--- src/rtl/step_motor_ctrl.sv ---
// Stepper motor sequencer: wave/full/half-step phase table, period pacing, signed position.
// Optional STEP_MOTOR_HOLD_EN: keep the coil pattern driven while idle (holding torque).
module step_motor_ctrl #(
  parameter int STEP_W   = 16,
  parameter int PERIOD_W = 16,
  parameter int POS_W    = 32
) (
  input  logic                clk,
  input  logic                rst,
  input  logic                cmd_valid,
  output logic                cmd_ready,
  input  logic [STEP_W-1:0]   cmd_steps,
  input  logic                cmd_dir,
  input  logic [1:0]          cmd_mode,
  input  logic [PERIOD_W-1:0] cmd_period,
  input  logic                abort,
  output logic [3:0]          out,
  output logic                busy,
  output logic                done,
  output logic [POS_W-1:0]    position
);

  localparam logic [0:0] S_IDLE = 1'b0;
  localparam logic [0:0] S_RUN  = 1'b1;

  logic [0:0]          state;
  logic [STEP_W-1:0]   steps_left;
  logic [PERIOD_W-1:0] per_m1;
  logic [PERIOD_W-1:0] cnt;
  logic                dir_q;
  logic                half_q;
  logic [2:0]          idx;
  logic [2:0]          idx_inc;
  logic [3:0]          pat;
  logic                done_pend;
  logic                accept;
  logic                step_now;
  logic                last_step;

  assign busy      = (state == S_RUN);
  assign cmd_ready = !busy;
  assign accept    = cmd_valid && cmd_ready;
  assign step_now  = busy && (cnt == per_m1);
  assign last_step = step_now && (steps_left == STEP_W'(1));
  assign idx_inc   = half_q ? 3'd1 : 3'd2;

  always_comb begin
    pat = 4'b0001;
    case (idx)
      3'd0: pat = 4'b0001;
      3'd1: pat = 4'b0011;
      3'd2: pat = 4'b0010;
      3'd3: pat = 4'b0110;
      3'd4: pat = 4'b0100;
      3'd5: pat = 4'b1100;
      3'd6: pat = 4'b1000;
      3'd7: pat = 4'b1001;
      default: pat = 4'b0001;
    endcase
  end

`ifdef STEP_MOTOR_HOLD_EN
  assign out = pat;
`else
  assign out = busy ? pat : 4'b0000;
`endif

  // done is issued one cycle after the finishing event (last step, abort, or zero-step accept)
  always_ff @(posedge clk) begin
    if (rst) begin
      state      <= S_IDLE;
      steps_left <= '0;
      per_m1     <= '0;
      cnt        <= '0;
      dir_q      <= 1'b0;
      half_q     <= 1'b0;
      idx        <= 3'd0;
      position   <= '0;
      done_pend  <= 1'b0;
      done       <= 1'b0;
    end else begin
      done      <= done_pend;
      done_pend <= 1'b0;
      if (accept) begin
        dir_q      <= cmd_dir;
        half_q     <= cmd_mode[1];
        per_m1     <= (cmd_period == '0) ? '0 : cmd_period - PERIOD_W'(1);
        steps_left <= cmd_steps;
        cnt        <= '0;
        case (cmd_mode)
          2'd0:    idx <= {idx[2:1], 1'b0};
          2'd1:    idx <= {idx[2:1], 1'b1};
          default: idx <= idx;
        endcase
        if (cmd_steps == '0) done_pend <= 1'b1;
        else                 state     <= S_RUN;
      end else if (busy) begin
        // abort only wins over a step that is not the final one
        if (abort && !last_step) begin
          state     <= S_IDLE;
          done_pend <= 1'b1;
        end else if (step_now) begin
          idx        <= dir_q ? idx + idx_inc : idx - idx_inc;
          position   <= dir_q ? position + POS_W'(1) : position - POS_W'(1);
          steps_left <= steps_left - STEP_W'(1);
          cnt        <= '0;
          if (last_step) begin
            state     <= S_IDLE;
            done_pend <= 1'b1;
          end
        end else begin
          cnt <= cnt + PERIOD_W'(1);
        end
      end
    end
  end

endmodule
--- config.mk ---
export PLATFORM = sky130hd
export DESIGN_NAME = step_motor_ctrl
export DESIGN_NICKNAME = d
export VERILOG_FILES = /design/src/rtl/step_motor_ctrl.sv
export SDC_FILE = /design/constraint.sdc
export NUM_CORES = 1
export LEC_CHECK = 0
export CORE_AREA = 5 5 133 135
export CTS_BUF_LIST = sky130_fd_sc_hd__clkbuf_16
export CTS_CLUSTER_DIAMETER = 30
export CTS_CLUSTER_SIZE = 30
export DETAILED_ROUTE_END_ITERATION = 12
export DIE_AREA = 0 0 138 140
export RECOVER_POWER = 100
export SYNTH_ARGS = -nofsm -noshare
export SYNTH_HDL_FRONTEND = slang
export SYNTH_SLANG_ARGS = --single-unit
--- constraint.sdc ---
create_clock -name clk -period 9.17 [get_ports clk]
set_input_delay 1.834 -clock clk [delete_from_list [all_inputs] [get_ports clk]]
set_output_delay 1.834 -clock clk [all_outputs]
set_load 0.01 [all_outputs]
Word level (Yosys, flattened, before mapping)

Memories as Yosys holds them, arrays and structs flattened.
Index checks and enable logic that the tools add are counted.
Widths: inputs -> output; s select.

Memories kept: 1
Logic and storage cells: 70
Input bits: 39
Register bits after elaboration: 88
ROM bits: 32
Output and inout port bits: 39

Eq/ne operators: 6
$add $sub $neg: 7
Reduce and logical (&&, ||, !) cells: 16
Muxes and demuxes: 27
Bitwise logic cells: 2

Memories:

| memory          | words | width | rd ports | clocked after memory_dff | wr ports | RTL line | source |
|---|---|---|---|---|---|---|---|
| (no name shown) | 8     | 4     | 1        | 0                        | 0        | 49       | `case (idx)` |

Operators with widths:

| cell                  | count |
|---|---|
| $mux 16               | 6 |
| $add 32x1->32 const B | 1 |
| $logic_not 16->1      | 2 |
| $mux 32               | 1 |
| $sub 16x1->16 const B | 2 |
| $sub 32x1->32 const B | 1 |
| $add 16x1->16 const B | 1 |
| $eq 16x1->1 const B   | 1 |
| $eq 16x16->1          | 1 |
| $mux 3                | 5 |
| $mux 1                | 12 |
| $reduce_and 4->1      | 2 |
| $logic_and 1x1->1     | 4 |
| $mux 4                | 1 |
| $ne 2x2->1 const B    | 2 |
| $reduce_bool 2->1     | 2 |
| $add 3x2->3           | 1 |
| $ne 3x1->1 const B    | 1 |
| $reduce_and 3->1      | 1 |
| $sub 3x2->3           | 1 |
| $eq 2x1->1 const B    | 1 |
| $logic_not 1->1       | 2 |
| $logic_not 2->1       | 1 |
| $mux 2                | 1 |
| 4 further kinds       | 5 |

Logic depth before layout (Yosys ltp)

Word-level depth: 8
Depth in mapped cells: 12

Least setup slack after synthesis

OpenSTA, ideal clock, no wires.

Path kind: input to register
Start point: input cmd_period[6]
End point: register per_m1[10]
Setup time: 0.128 ns
Slack: 5.765 ns
Stages: 6
Data arrival time: 3.276 ns
Path buffers: 1
Cell sequence: or4_1 -> nor3_1 -> nand4_1 -> nand3_1 -> clkbuf_1 -> o21ai_0

Word-level cells in the longest chain between the ends: 2
Elaborated cells between the ends (all ways): 3

Ends and longest elaborated chain:

| item                                              | RTL line | source |
|---|---|---|
| from (decl)                                       | 15       | `input logic [PERIOD_W-1:0] cmd_period,` |
| $sub 16x1->16 or $logic_not 16->1 (tied branches) | 87       | `per_m1 <= (cmd_period == '0) ? '0 : cmd_period - PERIOD_W'(1);` |
| $mux 16 *                                         | 87       |  |
| to (signal assigned)                              | 87       |  |
| to (decl)                                         | 28       | `logic [PERIOD_W-1:0] per_m1;` |

Every way passes the cells marked *; elsewhere a longest branch is shown, timed or not.
A chain may end at the register's enable or synchronous reset.

==> summary by stage <==
Critical path
Data arrives at the worst endpoint at roughly 6.2 ns. The required time of the worst setup path is 9.41 ns. STA classifies the critical path startpoint as a primary input. The kind of capture point of the worst setup path is a register.

The largest stage delay on the critical path is roughly 1.8 ns. The family of cells with the greatest summed delay on the critical path is buffers and inverters. The maximum fanout along the worst path is between 50 and 60. Traced cell by cell, the critical path runs through buf_2 -> clkbuf_1 -> clkinv_1 -> nand3_1 -> a21oi_1 -> a21o_1. The buffering stage count on the worst path with inverters included is 3.

The critical path in this run is classified as primary input to register. The critical-path cell with the highest stage delay is sky130_fd_sc_hd__clkbuf_1.

Floorplanning
The die height is about 140 µm. In this run the standard cell core region covers ~16000 µm². The floorplan step defined a die boundary enclosing ~19000 µm². From left edge to right edge, the die measures about 140 µm.

The starting utilization of the core area is a little over a third. The floorplan has 47 rows. The total I/O pin count is 78.

Drt
The initial detailed-routing violation count is 517. In this run the remaining antenna-violating nets after routing total 0. After detailed routing, the total wire length is 15200 µm. The first detailed-routing pass took 6 iterations. In the routed design, unresolved DRC markers number 0.

In the final routed layout, each cell accounts on average for around 14 µm. The routed via count divided by cell count is 5.17. The total via count after detailed routing is around 5500.

Synth
For this run, the number of Yosys warnings is 0. The flip-flop and latch count after synthesis is slightly below 90. The number of nets in the synthesized netlist is approximately 850. The most used flip-flop cell after synthesis is sky130_fd_sc_hd__dfxtp_1. In this run, synthesis inferred 0 flip-flops with an integrated enable. After synthesis, the cell types taking the most area are sky130_fd_sc_hd__dfxtp_1, sky130_fd_sc_hd__ha_1, sky130_fd_sc_hd__nand2_1. The number of standard cells after synthesis is between 700 and 800. After synthesis the cells add up to a little under 6000 µm². The top cell type by total area after synthesis is sky130_fd_sc_hd__dfxtp_1. The number of different library cells in the post-synthesis netlist is just over 60.

The share of the yosys chip area belonging to registers is between 20% and 30%. The top-area cell type share of the netlist area is 29.8%. In this run the mean area of a mapped cell was roughly 7.7 µm². Counting flops with an async set or reset pin after synthesis yields a share of 0%.

CTS
TritonCTS created 9 clock buffers. Clock tree synthesis found a total of 88 sinks. The post-CTS clock slew at the launch and capture registers of the worst setup and hold paths is approximately 0.07 ns.

The maximum root-to-sink buffer count is 2. The insertion delay of the later-clocked pin in the worst-skew pair is between 0.3 and 0.4 ns. The number of setup buffers added after CTS is 0. In this run the clock root is driven by a sky130_fd_sc_hd__clkbuf_16. The H-tree was split into 3 levels.

TritonCTS built the clock tree. The number of gates resized after cts is 0. In this run, post-CTS hold repair placed 0 buffers.

STA
Setup repair after global routing left no endpoint under its margin. The achievable frequency is about 0.17 GHz. The share of the cycle needed by the critical path after routing is 64.5%. Setup violations remaining at the end of the flow were counted as 0. The number of hold violations in the final report was 0. The post-layout minimum cycle time is 5.91 ns. At the pin with the least slew margin, the transition time is 2.55 ns. The count of pins over their slew limit came to 99. The final sum of negative setup slack is 0 ns.

The max-slew headroom at the worst pin is -70.0%. For the final database, setup skew stands at just under 0.009 ns.

Finish
The fill cell instance count of the final layout is about 1700. The layout-stage area growth over the synthesis result is 20.5%. The final standard cell utilization of the core is between 40% and 50%. Leaving out fill and tap cells, the most frequent cell in the layout is sky130_fd_sc_hd__nand2_1. The share of cells above drive strength 1 is 4.66%.

The number of nets in the layout is 909. In the layout the commonest cells are sky130_fd_sc_hd__nand2_1, sky130_fd_sc_hd__dfxtp_1, sky130_fd_sc_hd__a21oi_1, sky130_fd_sc_hd__nor2_1, sky130_fd_sc_hd__o21ai_0.

Placed design
During placement, the flow inserted port buffers numbering just under 80. The congestion estimate from routability-driven global placement came to ~0.83. The estimated wirelength of the detail-placed design is 11300 µm.

Power
The static power due to leakage is ~2.8 nW. The cell area power density is roughly 140 nW/µm². IR analysis of the VDD net gives a maximum drop of around 0.092 mV.

Global routing
Summed over all layers, the global routing overflow is 0. In the global route stage, overall resource usage came out at 15.6%. The via count of the first global-routing pass is about 5200.

The wire length of the first global-routing pass is 25600 µm. The number of antenna violations at the first check in global routing is 1. The pin count of the biggest net entering global routing is 56.

Worst hold path
The worst hold path belongs to the class register to register.

Flow run
The tool flagged a number of max-cap violations equal to 2.

Status
The final reports fail on max-capacitance violations, max-slew violations. The run finished, with violations left.
[Yosys cell counts (3+ instances only)]
cell                       instances
sky130_fd_sc_hd__nand2_1         105
sky130_fd_sc_hd__dfxtp_1          88
sky130_fd_sc_hd__a21oi_1          71
sky130_fd_sc_hd__nor2_1           68
sky130_fd_sc_hd__o21ai_0          49
sky130_fd_sc_hd__xnor2_1          44
sky130_fd_sc_hd__ha_1             36
sky130_fd_sc_hd__nand3_1          32
sky130_fd_sc_hd__clkbuf_1         28
sky130_fd_sc_hd__nor3_1           28
sky130_fd_sc_hd__a21o_1           26
sky130_fd_sc_hd__xor2_1           23
sky130_fd_sc_hd__inv_1            17
sky130_fd_sc_hd__nand4_1          16
sky130_fd_sc_hd__nor4_1           13
sky130_fd_sc_hd__a211oi_1         10
sky130_fd_sc_hd__nand2b_1          9
sky130_fd_sc_hd__a31oi_1           8
sky130_fd_sc_hd__nor2b_1           7
sky130_fd_sc_hd__or3_1             6
sky130_fd_sc_hd__and2_1            5
sky130_fd_sc_hd__or2_2             5
sky130_fd_sc_hd__nor3b_1           4
sky130_fd_sc_hd__o211ai_1          4
sky130_fd_sc_hd__o311ai_0          4
sky130_fd_sc_hd__o31ai_1           4
sky130_fd_sc_hd__and3_1            3
sky130_fd_sc_hd__buf_2             3
sky130_fd_sc_hd__o21a_1            3
sky130_fd_sc_hd__o21bai_1          3
sky130_fd_sc_hd__o41ai_1           3
sky130_fd_sc_hd__or4_4             3
[worst paths after layout]
path                            slack [ns]                       start  cells past startpoint                          end
worst max-delay path                  3.26                         rst                      6       per_m1[3]$_SDFFE_PP0P_
worst min-delay path                  0.44        done_pend$_SDFF_PP0_                      1              done$_SDFF_PP0_
worst max register to register        4.57  steps_left[7]$_SDFFE_PP0P_                      8  steps_left[12]$_SDFFE_PP0P_
worst min register to register        0.44        done_pend$_SDFF_PP0_                      1              done$_SDFF_PP0_
[power by group]
group / leakage, nW / internal, mW / switching, mW
logic: 2.00 / 0.104 / 0.130
registers: 0.716 / 0.398 / 0.0152
clock network: 0.131 / 0.184 / 0.165
[kinds of logic (layout without fill, tap and decap cells)]
group,count (synthesis),in the layout,share of synthesized area [%]
AO/OA/AOI/OAI,199,199,20.5
XOR/XNOR,67,67,9.91
adder cells (fa/ha/maj),38,38,8.28
buffers and inverters,52,117,3.61
flip-flops,88,88,29.8
multiplexers,4,4,0.718
other,0,1,0
AND/OR/NAND/NOR,324,324,27.2
[metal layers]
metal,vias to the layer above,track usage (%),part of all wire (%)
met2,125,24.8,44
met5,-,0,0
met3,15,3.03,4.4
li1,2897,-,-
met1,2437,21.5,50
met4,0,4.89,1.6
[flip-flops by register name (all words and copies together), names as in the netlist]
name and cells:
per_m1 16, idx 3, dir_q 1, position 32
half_q 1, done 1, done_pend 1, cnt 16
busy 1, steps_left 16
[through the flow]
step | area, µm² | setup slack, ns | hold WS [ns] | power, mW | instances
final | 7130 | 3.26 | 0.438 | 0.997 | 1058
after floorplan | 5920 | 5.77 | 0.414 | 0.587 | 772
after CTS | 7140 | 4.87 | 0.440 | 1.01 | 1057
after global placement | 6870 | 4.52 | 0.430 | 0.658 | 1041
after detailed placement | 6870 | 4.46 | 0.424 | 0.658 | 1041
after global routing | 7130 | 2.75 | 0.466 | 1.05 | 1058
[layout make-up]
type | instances | area [µm²] | share of cell area [%]
tap | 220 | 275 | 3.86
sequential | 88 | 1760 | 24.7
clock buffer | 9 | 225 | 3.16
antenna | 1 | 2.50 | 0.0351
clock inverter | 7 | 46.3 | 0.649
multi-input combinational | 632 | 3950 | 55.4
timing repair buffer | 83 | 800 | 11.2
inverter | 18 | 67.6 | 0.947
Note: power is estimated with default switching activity, not from simulation.
